$ cat config.mk
export PLATFORM = sky130hd
export DESIGN_NAME = conv_padding_streamer_flat
export DESIGN_NICKNAME = d
export VERILOG_FILES = /design/src/rtl/conv_pkg.sv /design/src/rtl/conv_padding_streamer_if.sv /design/src/rtl/conv_padding_streamer_raster_counter.sv /design/src/rtl/conv_padding_streamer.sv /design/src/flat_wrapper.sv
export SDC_FILE = /design/constraint.sdc
export NUM_CORES = 1
export LEC_CHECK = 0
export CORE_MARGIN = 3
export CORE_UTILIZATION = 35
export CTS_CLUSTER_SIZE = 25
export DETAILED_ROUTE_END_ITERATION = 7
export DONT_BUFFER_PORTS = 1
export PLACE_DENSITY_LB_ADDON = 0.1
export SYNTH_ARGS = -nofsm -noshare
export SYNTH_HDL_FRONTEND = slang
export SYNTH_SLANG_ARGS = --single-unit
export TNS_END_PERCENT = 50
$ cat constraint.sdc
create_clock -name clk_i -period 8.4 [get_ports clk_i]
set_clock_uncertainty 0.15 [all_clocks]
set_input_delay 0.84 -clock clk_i [delete_from_list [all_inputs] [get_ports clk_i]]
set_output_delay 0.84 -clock clk_i [all_outputs]
set_load 0.02 [all_outputs]
$ cat src/rtl/conv_pkg.sv
// conv_pkg: shared FSM state type and sizing defaults for the padding streamer
package conv_pkg;
   localparam int PadBitsDefault = 4;
   localparam int CntW = 15;
   typedef enum logic [1:0] {IDLE, STREAM, FLUSH} state_e;
endpackage

$ cat src/rtl/conv_padding_streamer_if.sv
// conv_padding_streamer_if: upstream and downstream valid/ready stream signals
interface conv_padding_streamer_if #(
   parameter int N = 16
);
   logic [N-1:0] s_data_i;
   logic         s_valid_i;
   logic         s_ready_o;
   logic [N-1:0] m_data_o;
   logic         m_valid_o;
   logic         m_ready_i;
   modport slave (input s_data_i, s_valid_i, m_ready_i, output s_ready_o, m_data_o, m_valid_o);
   modport master (output s_data_i, s_valid_i, m_ready_i, input s_ready_o, m_data_o, m_valid_o);
endinterface

$ cat src/rtl/conv_padding_streamer_raster_counter.sv
// raster_counter: row/col walk over a square grid, col fastest, with wrap and last flag
module raster_counter
   import conv_pkg::*;
(
   input  logic            clk_i,
   input  logic            rst_i,
   input  logic            clr_i,
   input  logic            adv_i,
   input  logic [CntW-1:0] last_idx_i,
   output logic [CntW-1:0] row_o,
   output logic [CntW-1:0] col_o,
   output logic            last_o
);
   logic [CntW-1:0] row_q, row_d, col_q, col_d;
   // next grid position; both indices wrap to 0 after the final cell
   always_comb begin
      row_d = row_q;
      col_d = col_q;
      if (clr_i) begin
         row_d = '0;
         col_d = '0;
      end else if (adv_i) begin
         col_d = (col_q == last_idx_i) ? '0 : col_q + 1'b1;
         if (col_q == last_idx_i) row_d = (row_q == last_idx_i) ? '0 : row_q + 1'b1;
      end
   end
   // position registers
   always_ff @(posedge clk_i) begin
      if (!rst_i) begin
         row_q <= '0;
         col_q <= '0;
      end else begin
         row_q <= row_d;
         col_q <= col_d;
      end
   end
   assign row_o  = row_q;
   assign col_o  = col_q;
   assign last_o = (row_q == last_idx_i) && (col_q == last_idx_i);
endmodule

$ cat src/rtl/conv_padding_streamer.sv
// conv_padding_streamer: wraps a raster MxM activation stream with a p-wide constant border
module conv_padding_streamer
   import conv_pkg::*;
#(
   parameter int MaxMatrixSize = 16383,
   parameter int N             = 16,
   parameter int PadBits       = PadBitsDefault
)(
   input  logic               clk_i,
   input  logic               rst_i,
   input  logic               start_i,
   input  logic [13:0]        matrix_size_i,
   input  logic [PadBits-1:0] padding_i,
   input  logic [N-1:0]       pad_value_i,
   conv_padding_streamer_if.slave bus,
   output logic               busy_o,
   output logic               done_o,
   output logic               cfg_err_o
);
   state_e             state_q, state_d;
   logic [13:0]        m_q, m_d;
   logic [PadBits-1:0] p_q, p_d;
   logic [N-1:0]       pad_q, pad_d, data_q, data_d;
   logic               valid_q, valid_d, done_q, done_d, err_q, err_d;
   logic [CntW-1:0]    last_q, last_d, size_req, row, col, lo, hi;
   logic               cnt_last, cnt_clr, cnt_adv, interior, load_ok, cfg_ok;

   assign size_req = CntW'(matrix_size_i) + (CntW'(padding_i) << 1);
   assign cfg_ok   = (matrix_size_i != '0) && (int'(size_req) <= MaxMatrixSize);
   assign lo       = CntW'(p_q);
   assign hi       = lo + CntW'(m_q);
   assign interior = (row >= lo) && (row < hi) && (col >= lo) && (col < hi);
   assign load_ok  = !valid_q || bus.m_ready_i;

   raster_counter u_cnt (
      .clk_i      (clk_i),
      .rst_i      (rst_i),
      .clr_i      (cnt_clr),
      .adv_i      (cnt_adv),
      .last_idx_i (last_q),
      .row_o      (row),
      .col_o      (col),
      .last_o     (cnt_last)
   );

   // next state: border cells load freely, interior cells wait for upstream data
   always_comb begin
      state_d = state_q;
      m_d     = m_q;
      p_d     = p_q;
      pad_d   = pad_q;
      last_d  = last_q;
      data_d  = data_q;
      valid_d = valid_q;
      done_d  = 1'b0;
      err_d   = err_q;
      cnt_clr = 1'b0;
      cnt_adv = 1'b0;
      case (state_q)
         IDLE: begin
            if (start_i && cfg_ok) begin
               state_d = STREAM;
               m_d     = matrix_size_i;
               p_d     = padding_i;
               pad_d   = pad_value_i;
               last_d  = size_req - 1'b1;
               err_d   = 1'b0;
               cnt_clr = 1'b1;
            end else if (start_i) begin
               err_d = 1'b1;
            end
         end
         STREAM: begin
            if (load_ok && (!interior || bus.s_valid_i)) begin
               data_d  = interior ? bus.s_data_i : pad_q;
               valid_d = 1'b1;
               cnt_adv = 1'b1;
               state_d = cnt_last ? FLUSH : STREAM;
            end else if (bus.m_ready_i) begin
               valid_d = 1'b0;
            end
         end
         FLUSH: begin
            if (valid_q && bus.m_ready_i) begin
               valid_d = 1'b0;
               done_d  = 1'b1;
               state_d = IDLE;
            end
         end
         default: state_d = IDLE;
      endcase
   end

   // state, configuration and output registers
   always_ff @(posedge clk_i) begin
      if (!rst_i) begin
         state_q <= IDLE;
         m_q     <= '0;
         p_q     <= '0;
         pad_q   <= '0;
         last_q  <= '0;
         data_q  <= '0;
         valid_q <= 1'b0;
         done_q  <= 1'b0;
         err_q   <= 1'b0;
      end else begin
         state_q <= state_d;
         m_q     <= m_d;
         p_q     <= p_d;
         pad_q   <= pad_d;
         last_q  <= last_d;
         data_q  <= data_d;
         valid_q <= valid_d;
         done_q  <= done_d;
         err_q   <= err_d;
      end
   end

   // ready is masked in reset so no word is lost in a reset cycle
   assign bus.s_ready_o = rst_i && (state_q == STREAM) && interior && load_ok;
   assign bus.m_data_o  = data_q;
   assign bus.m_valid_o = valid_q;
   assign busy_o        = state_q != IDLE;
   assign done_o        = done_q;
   assign cfg_err_o     = err_q;
endmodule

$ cat src/flat_wrapper.sv
// flat-port wrapper written by rule: the top's interface ports become plain ports
module conv_padding_streamer_flat import conv_pkg::*;
#(
   parameter int MaxMatrixSize = 16383,
   parameter int N             = 16,
   parameter int PadBits       = PadBitsDefault
)
  (clk_i, rst_i, start_i, matrix_size_i, padding_i, pad_value_i, busy_o, done_o, cfg_err_o, bus_s_data_i, bus_s_valid_i, bus_m_ready_i, bus_s_ready_o, bus_m_data_o, bus_m_valid_o);
  conv_padding_streamer_if #(.N(N)) bus_i ();
  input  logic clk_i;
  input  logic rst_i;
  input  logic start_i;
  input  logic [13:0] matrix_size_i;
  input  logic [PadBits-1:0] padding_i;
  input  logic [N-1:0] pad_value_i;
  output logic busy_o;
  output logic done_o;
  output logic cfg_err_o;
  input wire logic [$bits(bus_i.s_data_i)-1:0] bus_s_data_i;
  input wire logic [$bits(bus_i.s_valid_i)-1:0] bus_s_valid_i;
  input wire logic [$bits(bus_i.m_ready_i)-1:0] bus_m_ready_i;
  output wire logic [$bits(bus_i.s_ready_o)-1:0] bus_s_ready_o;
  output wire logic [$bits(bus_i.m_data_o)-1:0] bus_m_data_o;
  output wire logic [$bits(bus_i.m_valid_o)-1:0] bus_m_valid_o;
  assign bus_i.s_data_i = bus_s_data_i;
  assign bus_i.s_valid_i = bus_s_valid_i;
  assign bus_i.m_ready_i = bus_m_ready_i;
  assign bus_s_ready_o = bus_i.s_ready_o;
  assign bus_m_data_o = bus_i.m_data_o;
  assign bus_m_valid_o = bus_i.m_valid_o;
  conv_padding_streamer #(.MaxMatrixSize(MaxMatrixSize), .N(N), .PadBits(PadBits)) u_core (.clk_i(clk_i), .rst_i(rst_i), .start_i(start_i), .matrix_size_i(matrix_size_i), .padding_i(padding_i), .pad_value_i(pad_value_i), .bus(bus_i), .busy_o(busy_o), .done_o(done_o), .cfg_err_o(cfg_err_o));
endmodule
# --- Word level (Yosys, flattened, before mapping) ---
# Cells that the tools add are included.
word_totals:
  wordCells: 77
  regBits: 100
  out_inout_bits: 21
  inputBits: 55
op_classes:
  reduce_logical: 28
  n_eq_ne: 8
  add_sub_neg: 5
  mux: 19
  bitwise_logic: 1
  order_cmp: 5
ops:
  columns: ["cell", "count"]
  rows:
  - ["$add 15x1->15 const B", 2]
  - ["$eq 15x15->1", 2]
  - ["$ge 15x4->1", 2]
  - ["$lt 15x15->1", 2]
  - ["$mux 15", 2]
  - ["$mux 16", 1]
  - ["$add 14x5->15", 1]
  - ["$add 4x14->15", 1]
  - ["$le 15x14->1 const B", 1]
  - ["$sub 15x1->15 const B", 1]
  - ["$reduce_bool 14->1", 1]
  - ["$logic_and 1x1->1", 11]
  - ["$mux 1", 10]
  - ["$reduce_and 2->1", 5]
  - ["$mux 2", 4]
  - ["$ne 2x1->1 const B", 3]
  - ["$pmux 2 s3", 1]
  - ["$reduce_and 3->1", 2]
  - ["$reduce_bool 2->1", 3]
  - ["$ne 3x2->1 const B", 1]
  - ["$eq 2x1->1 const B", 1]
  - ["$eq 2x2->1 const B", 1]
  - ["$logic_not 1->1", 2]
  - ["$logic_not 2->1", 1]
  - ["4 further kinds", 5]

# --- Depth between registers and ports, before layout ---
# Gate-level depths: netlist (run 1).
depth:
  depth_word: 11
  mapped_depth: 18
  depth_no_buf: 16

# --- Modules after synthesis ---
# From an unflattened synthesis (run 1), not the netlist that was laid out.
hier_totals:
  hier_cells: 746
  hier_area_um2: 6734.0
modules_own_cells:
  columns: ["mod", "area_per_inst_um2", "n_inst", "cells_per_inst", "seq_area_each_um2"]
  rows:
  - ["conv_padding_streamer", 4963.5, 1, 539, 1401.3]
  - ["raster_counter", 1770.4, 1, 207, 600.6]

# --- Worst setup path before layout (run 1) ---
# OpenSTA, ideal clock, no wires.
synth_timing:
  path_kind: "flip-flop to output port"
  from: "reg u_core.p_q[0]"
  to: "out bus_s_ready_o"
  path_buffers: 1
  slack_ns: 3.293
  t_required_ns: 7.410
  t_arrival_ns: 4.117
  path_stages_with_launch: 17
  cell_sequence: "dfxtp_1 -> ha_1 -> fa_1 -> a211oi_2 -> nor2_1 -> nand3_1 -> xor2_1 -> ha_1 -> a21o_1 -> o21ai_0 -> o22ai_1 -> o311a_1 -> a311o_1 -> nor3_1 -> nand2_4 -> buf_4 -> nor3_1"
synth_between:
  elab_chain_len: 7
  elab_cells_between_ends: 10
  classes_between: "add/sub (1); order compare (4); reduce/logical (5)"
synth_lines:
  columns: ["element", "line", "text"]
  rows:
  - ["from (decl)", "conv_padding_streamer.sv:22", "logic [PadBits-1:0] p_q, p_d;"]
  - ["from (signal assigned)", "conv_padding_streamer.sv:109", "p_q <= p_d;"]
  - ["$add 4x14->15", "conv_padding_streamer.sv:31", "assign hi = lo + CntW'(m_q);"]
  - ["$lt 15x15->1", "conv_padding_streamer.sv:32", "assign interior = (row >= lo) && (row < hi) && (col >= lo) && (col < hi);"]
  - ["$logic_and 1x1->1 (2 in a row)", "conv_padding_streamer.sv:32", null]
  - ["$logic_and 1x1->1 *", "conv_padding_streamer.sv:32", null]
  - ["$logic_and 1x1->1 * (2 in a row)", "conv_padding_streamer.sv:120", "assign bus.s_ready_o = rst_i && (state_q == STREAM) && interior && load_ok;"]
  - ["to (decl)", "flat_wrapper.sv:22", "output wire logic [$bits(bus_i.s_ready_o)-1:0] bus_s_ready_o;"]
# Mark *: on every way between the ends. The rest lies on a longest branch, timed or not.

# --- Worst setup path after layout (run 1) ---
# Same ends and word-level chain as after synthesis.

==> reports/metrics.cfg, run 1 <==
[die]
fp.coreArea_um2 = 19700
row_count = 51
top_level_ports = 76
initial_core_util = 0.359
fp.dieH_um = 148
die_w_um = 148
dieArea_um2 = 21900

[finish]
diodes = 0
design_area_um2 = 7460
num-nets-final = 933
utilization = 0.379
syn2layout_area_growth_pct = 5.69
drive_above_1_share = 0.0809
fin_cells = 1106
fillCellCount = 2112

[critical_path]
cp_slowest_stage_delay_ps = 600
critPathLaunchType = flip-flop
slowest_stage = a211o_1
path_class = flip-flop to primary output
cp_max_fo = 17
crit_required_ps = 7410
path_buf_inv = 0
cp-end-kind = primary output
crit_family = compound AO/OA/AOI/OAI gates
worstRegToRegCells = 16
cp_common_cell = ha_1
crit_arrival_ps = 5040
reg2reg_from = u_core.p_q[0]
regToRegEndpoint = u_core.u_cnt.col_o[1]
crit_chain = ha_1 -> fa_1 -> a211oi_2 -> nor2_1 -> and3_1 -> xnor2_1 -> ha_1 -> and4_1 -> o32a_1 -> a211oi_1 -> a31oi_1 -> o2bb2ai_1 -> a211o_1 -> nand2_4 -> nor3_1
reg2reg_slack_ps = 2760

[cts]
cts_resized = 0
cts.sinks = 100
holdBufCountCts = 0
worstSkewPairLatency_ps = 350
cts_setup_buffers = 0
cts_tree = yes
clk_path_buf_depth = 2
cts_buffers = 9
htreeDepth = 3
root_buffer = clkbuf_16
path_clk_slew_ps = 70

[sta]
setup_violations = 0
hold_ws_ps = 308
tns_ps = 0
slew_headroom = 0.225
slew_viol_final = 0
finalCritPeriodShare = 0.717
setup_slack_ps = 2370
period_minus_slack_ps = 6030
worst_pin_slew_ps = 1160
rsz0062_at_grt = no
fmax_mhz = 166
hold_violations = 0

[power]
power.leakage_nw = 2.72
powerDensity_nw_per_um2 = 158
power_mw = 1.18
peakVddDrop_v = 0.000100

[route]
drt_iter0_drc = 436
via_per_inst = 5.72
routed-via-count = 6323
wl_per_cell_um = 19.6
drc_errors = 0
ant_nets = 0
routed_wl_um = 21700
firstDrtPassIters = 6

[place]
numPlacedInstances = 1090
dp_hpwl_um = 16300
dpl-instance-area_um2 = 7170
pre_cts_slack_ps = 2770
numPortBuffers = 0
place.gp.congestion = 0.878

[synthesis]
synth_cells = 873
synth_edf_count = 0
syn_avg_cell_area_um2 = 8.08
synth_seq_area_share = 0.284
syn_nets = 970
synth-main-ff-cell = dfxtp_1
ys_types = 83
synthTopCellsByArea = dfxtp_1, ha_1, nand2_1
synth_top_area_share = 0.284
ys.warnings.count = 0
syn_area_um2 = 7060
ys_ff_latch = 100
async_flop_share = 0
yosysTopAreaCell = dfxtp_1

[worst_hold_path]
min_delay_worst_endpoint = u_core.pad_q[1]
hold_class = flip-flop to flip-flop
hold_depth = 2
hold_start = u_core.pad_q[1]

[global_routing]
grt.overflow.total = 0
grt_max_degree = 55
grt_pass1_vias = 6231
grt_pass1_wl_um = 34100
antenna_found_initial = 0
grtUsageTotal = 0.196

[run_status]
status = finished, final reports clean

[flow_run]
cap_violations = 0

==> worst max-delay path by stage <==
stage / startpoint / end / slack, ps / depth (start not counted)
2_1_floorplan: u_core.p_q[0] / bus_s_ready_o / 3290 / 16
3_3_place_gp: u_core.p_q[0] / bus_s_ready_o / 2890 / 15
3_5_place_dp: u_core.p_q[0] / bus_s_ready_o / 2770 / 15
4_1_cts: u_core.p_q[0] / bus_s_ready_o / 2370 / 15
5_1_grt: u_core.p_q[0] / bus_s_ready_o / 2040 / 15
6_report: u_core.p_q[0] / bus_s_ready_o / 2370 / 15
==> cells in the mapped netlist (10+ instances only) <==
cell,instances
nand2b_1,24
a21o_1,13
o21ai_1,21
a21oi_1,79
nand3_1,32
nand2_1,121
inv_1,29
or3_1,10
o21ai_0,13
clkbuf_1,31
nor4_1,18
nor3_1,18
ha_1,40
mux2i_1,19
xor2_1,27
nand4_1,22
nor2_1,38
dfxtp_1,100
xnor2_1,41
buf_2,10
a211oi_1,13
==> report_power, final <==
group / total (mW) / internal [mW] / leakage, nW / switching, mW
registers: 0.541 / 0.500 / 0.817 / 0.0410
logic: 0.234 / 0.0897 / 1.77 / 0.145
clock network: 0.404 / 0.212 / 0.133 / 0.192
==> logic make-up (layout without fill, tap and decap cells) <==
kind of cell    count (synthesis)  in the layout  share of synthesized area
compound gates                218            218                      0.215
xor+xnor                       70             70                     0.0908
fa+ha+maj                      42             42                     0.0766
buf+inv                        81             49                     0.0528
flops                         100            100                      0.284
mux                            20             20                     0.0285
simple gates                  342            342                      0.252
==> per-layer routing <==
layer,GRT usage,vias up,share of wire
met3,0.0429,38,0.055
met5,0,-,0
met1,0.265,3026,0.46
li1,-,3083,-
met4,0.0753,0,0.028
met2,0.306,176,0.46
==> registers in the layout (all words and copies together), names as in the netlist <==
name                  count
u_core.m_q               14
u_core.p_q                4
u_core.bus.m_data_o      16
u_core.done_o             1
u_core.u_cnt.col_o       15
u_core.cfg_err_o          1
u_core.bus.m_valid_o      1
u_core.u_cnt.row_o       15
u_core.last_q            15
u_core.pad_q             16
u_core.state_q            2
==> worst reg2reg max path, delay by kind of cell, from the launching register on <==
family,cells,cell delay [ps]
simple gates,5,1460
fa+ha+maj,3,1090
compound gates,7,2320
xor+xnor,1,140
flops,1,340
==> cells in the final DEF, fill, tap and decap left out, drive strengths merged, types with 7 or more instances in the layout <==
| cell | instances |
|---|---|
| nor2 | 40 |
| a21oi | 89 |
| and3 | 11 |
| a21o | 13 |
| mux2i | 19 |
| a2111oi | 8 |
| ha | 40 |
| nor3 | 19 |
| nand2b | 24 |
| nand2 | 123 |
| and2 | 7 |
| nand4 | 23 |
| nand3 | 32 |
| xnor2 | 41 |
| xor2 | 27 |
| nor4 | 19 |
| dfxtp | 100 |
| or3 | 10 |
| inv | 32 |
| o21ai | 38 |
| a211oi | 18 |
| clkbuf | 10 |
==> area by class of cell <==
type | count | area [um^2] | area share
clock buffers | 10 | 239 | 0.0320
clock inverters | 6 | 47.5 | 0.00637
inverters | 30 | 113 | 0.0151
multi-input cells | 692 | 4700 | 0.631
flip-flops and latches | 100 | 2000 | 0.268
well taps | 265 | 332 | 0.0445
repair buffers | 3 | 22.5 | 0.00302
Power figures use the tool's default switching activity.
==> run 2: changes to the inputs <==
- clock period: 8.4 -> 5.7 ns (I/O delays scaled with it)
==> run 2 against run 1 <==
  * Combinational power grew 50%
  * Final cell count grew 0.63%
  * Wire length shrank 0.25%
  * Utilization grew 0.39 points
  * Clock-buffer cell count shrank 1
  * Design area grew 1.0%
  * Clock power grew 62%
  * Setup slack lost 2100 ps
  * Critical endpoint unchanged
==> reports/metrics.cfg, run 2 (same netlist as run 1, synthesis figures left out) <==
[critical_path]
startpoint = u_core.p_q[0]
cp_slowest_stage_delay_ps = 450
path_class = flip-flop to primary output
slowest_stage = fa_1
crit_required_ps = 4980
reg2reg_from = u_core.p_q[0]
crit_chain = ha_1 -> fa_1 -> a211oi_2 -> nor2_1 -> nand3_1 -> xor2_1 -> ha_1 -> a21o_1 -> a311oi_1 -> nand3_1 -> a311o_1 -> nor3_1 -> nand2_4 -> nor3_1 -> buf_4
crit_arrival_ps = 4680
worstRegToRegCells = 17
regToRegEndpoint = u_core.u_cnt.col_o[0]
cp-end-kind = primary output
cp_max_fo = 4
critPathCapture = bus_s_ready_o
critPathLaunchType = flip-flop
reg2reg_slack_ps = 680

[die]
die_w_um = 148
initial_core_util = 0.359
dieArea_um2 = 21900
fp.coreArea_um2 = 19700
fp.dieH_um = 148
top_level_ports = 76
row_count = 51

[route]
routed_wl_um = 21600
via_per_inst = 5.61
firstDrtPassIters = 5
ant_nets = 0
drc_errors = 0
routed-via-count = 6240
drt_iter0_drc = 437
wl_per_cell_um = 19.4

[run_status]
status = finished, final reports clean

[finish]
design_area_um2 = 7540
diodes = 0
drive_above_1_share = 0.0884
syn2layout_area_growth_pct = 6.79
final_cell_mix = nand2_1, dfxtp_1, a21oi_1, xnor2_1, ha_1
num-nets-final = 940
mostFrequentLayoutCell = nand2_1
utilization = 0.383

[global_routing]
grt.overflow.total = 0
grtUsageTotal = 0.199
grt_pass1_vias = 6079
grt_pass1_wl_um = 34500
antenna_found_initial = 0
grt_max_degree = 52

[sta]
slew_headroom = 0.381
period_minus_slack_ps = 5400
hold_violations = 0
finalCritPeriodShare = 0.947
slew_viol_final = 0
tns_ps = 0
setup_slack_ps = 303
rsz0062_at_grt = no
fmax_mhz = 185
setup_violations = 0
worst_pin_slew_ps = 927

[power]
power.leakage_nw = 2.77
powerDensity_nw_per_um2 = 239
peakVddDrop_v = 0.000122

[cts]
cts.sinks = 100
holdBufCountCts = 0
cts_setup_buffers = 0
clk_path_buf_depth = 2
cts_resized = 0
cts_buffers = 9
htreeDepth = 3
root_buffer = clkbuf_16
path_clk_slew_ps = 80
cts_tree = yes
worstSkewPairLatency_ps = 360

[flow_run]
cap_violations = 0

[place]
dp_hpwl_um = 16100
dpl-instance-area_um2 = 7220
numPortBuffers = 0
place.gp.congestion = 0.902
pre_cts_slack_ps = 689

[worst_hold_path]
hold_class = primary input to flip-flop
hold_start = pad_value_i[4]

-- run 2: cell types whose count changed in the layout (fill, tap and decap cells not counted), sizes merged --
cell      delta
buf          +7
clkbuf       -1
clkinv       +2
clkinvlp     -3
inv          +2
-- run 2: worst min-delay path by stage --
| stage | endpoint | depth (start not counted) |
|---|---|---|
| finish | u_core.pad_q[4] | 2 |
| floorplan | u_core.pad_q[0] | 2 |
| CTS | u_core.m_q[10] | 2 |
| global placement | u_core.pad_q[6] | 2 |
| global route | u_core.m_q[3] | 2 |
| detailed placement | u_core.pad_q[10] | 2 |
-- run 2: cell type report --
cell class	count	area, um^2
fill	2062	12100
inverter	30	113
multi-input combinational	692	4700
sequential	100	2000
clock buffer	9	225
timing repair buffer	10	75.1
clock inverter	7	86.3
tap	265	332
-- run 2: per-layer routing --
layer  share of wire  up-vias  global-route usage
li1                -     3090                   -
met1            0.48     2933               0.284
met2            0.44      192               0.303
met3           0.056       25              0.0383
met4           0.022        0              0.0600
met5               0        -                   0
-- run 2: critical path: cells and delay by family (launching register included) --
| family | cells | cell delay [ps] |
|---|---|---|
| buffers and inverters | 1 | 220 |
| AO/OA/AOI/OAI | 4 | 1340 |
| adder cells (fa/ha/maj) | 3 | 1010 |
| flip-flops | 1 | 340 |
| AND/OR/NAND/NOR | 6 | 1150 |
| XOR/XNOR | 1 | 260 |
-- run 2: through the flow --
stage | hold WS (ps) | instances | power, mW
floorplan | 286 | 873 | 1.09
detailed placement | 296 | 1097 | 1.17
global placement | 292 | 1097 | 1.16
finish | 178 | 1113 | 1.80
CTS | 161 | 1113 | 1.83
global route | 162 | 1113 | 1.90
-- run 2: power breakdown --
| part | switching (mW) | internal (mW) | total (mW) |
|---|---|---|---|
| logic | 0.213 | 0.139 | 0.352 |
| clock network | 0.337 | 0.318 | 0.654 |
| registers | 0.0603 | 0.737 | 0.797 |
| total | 0.610 | 1.19 | 1.80 |
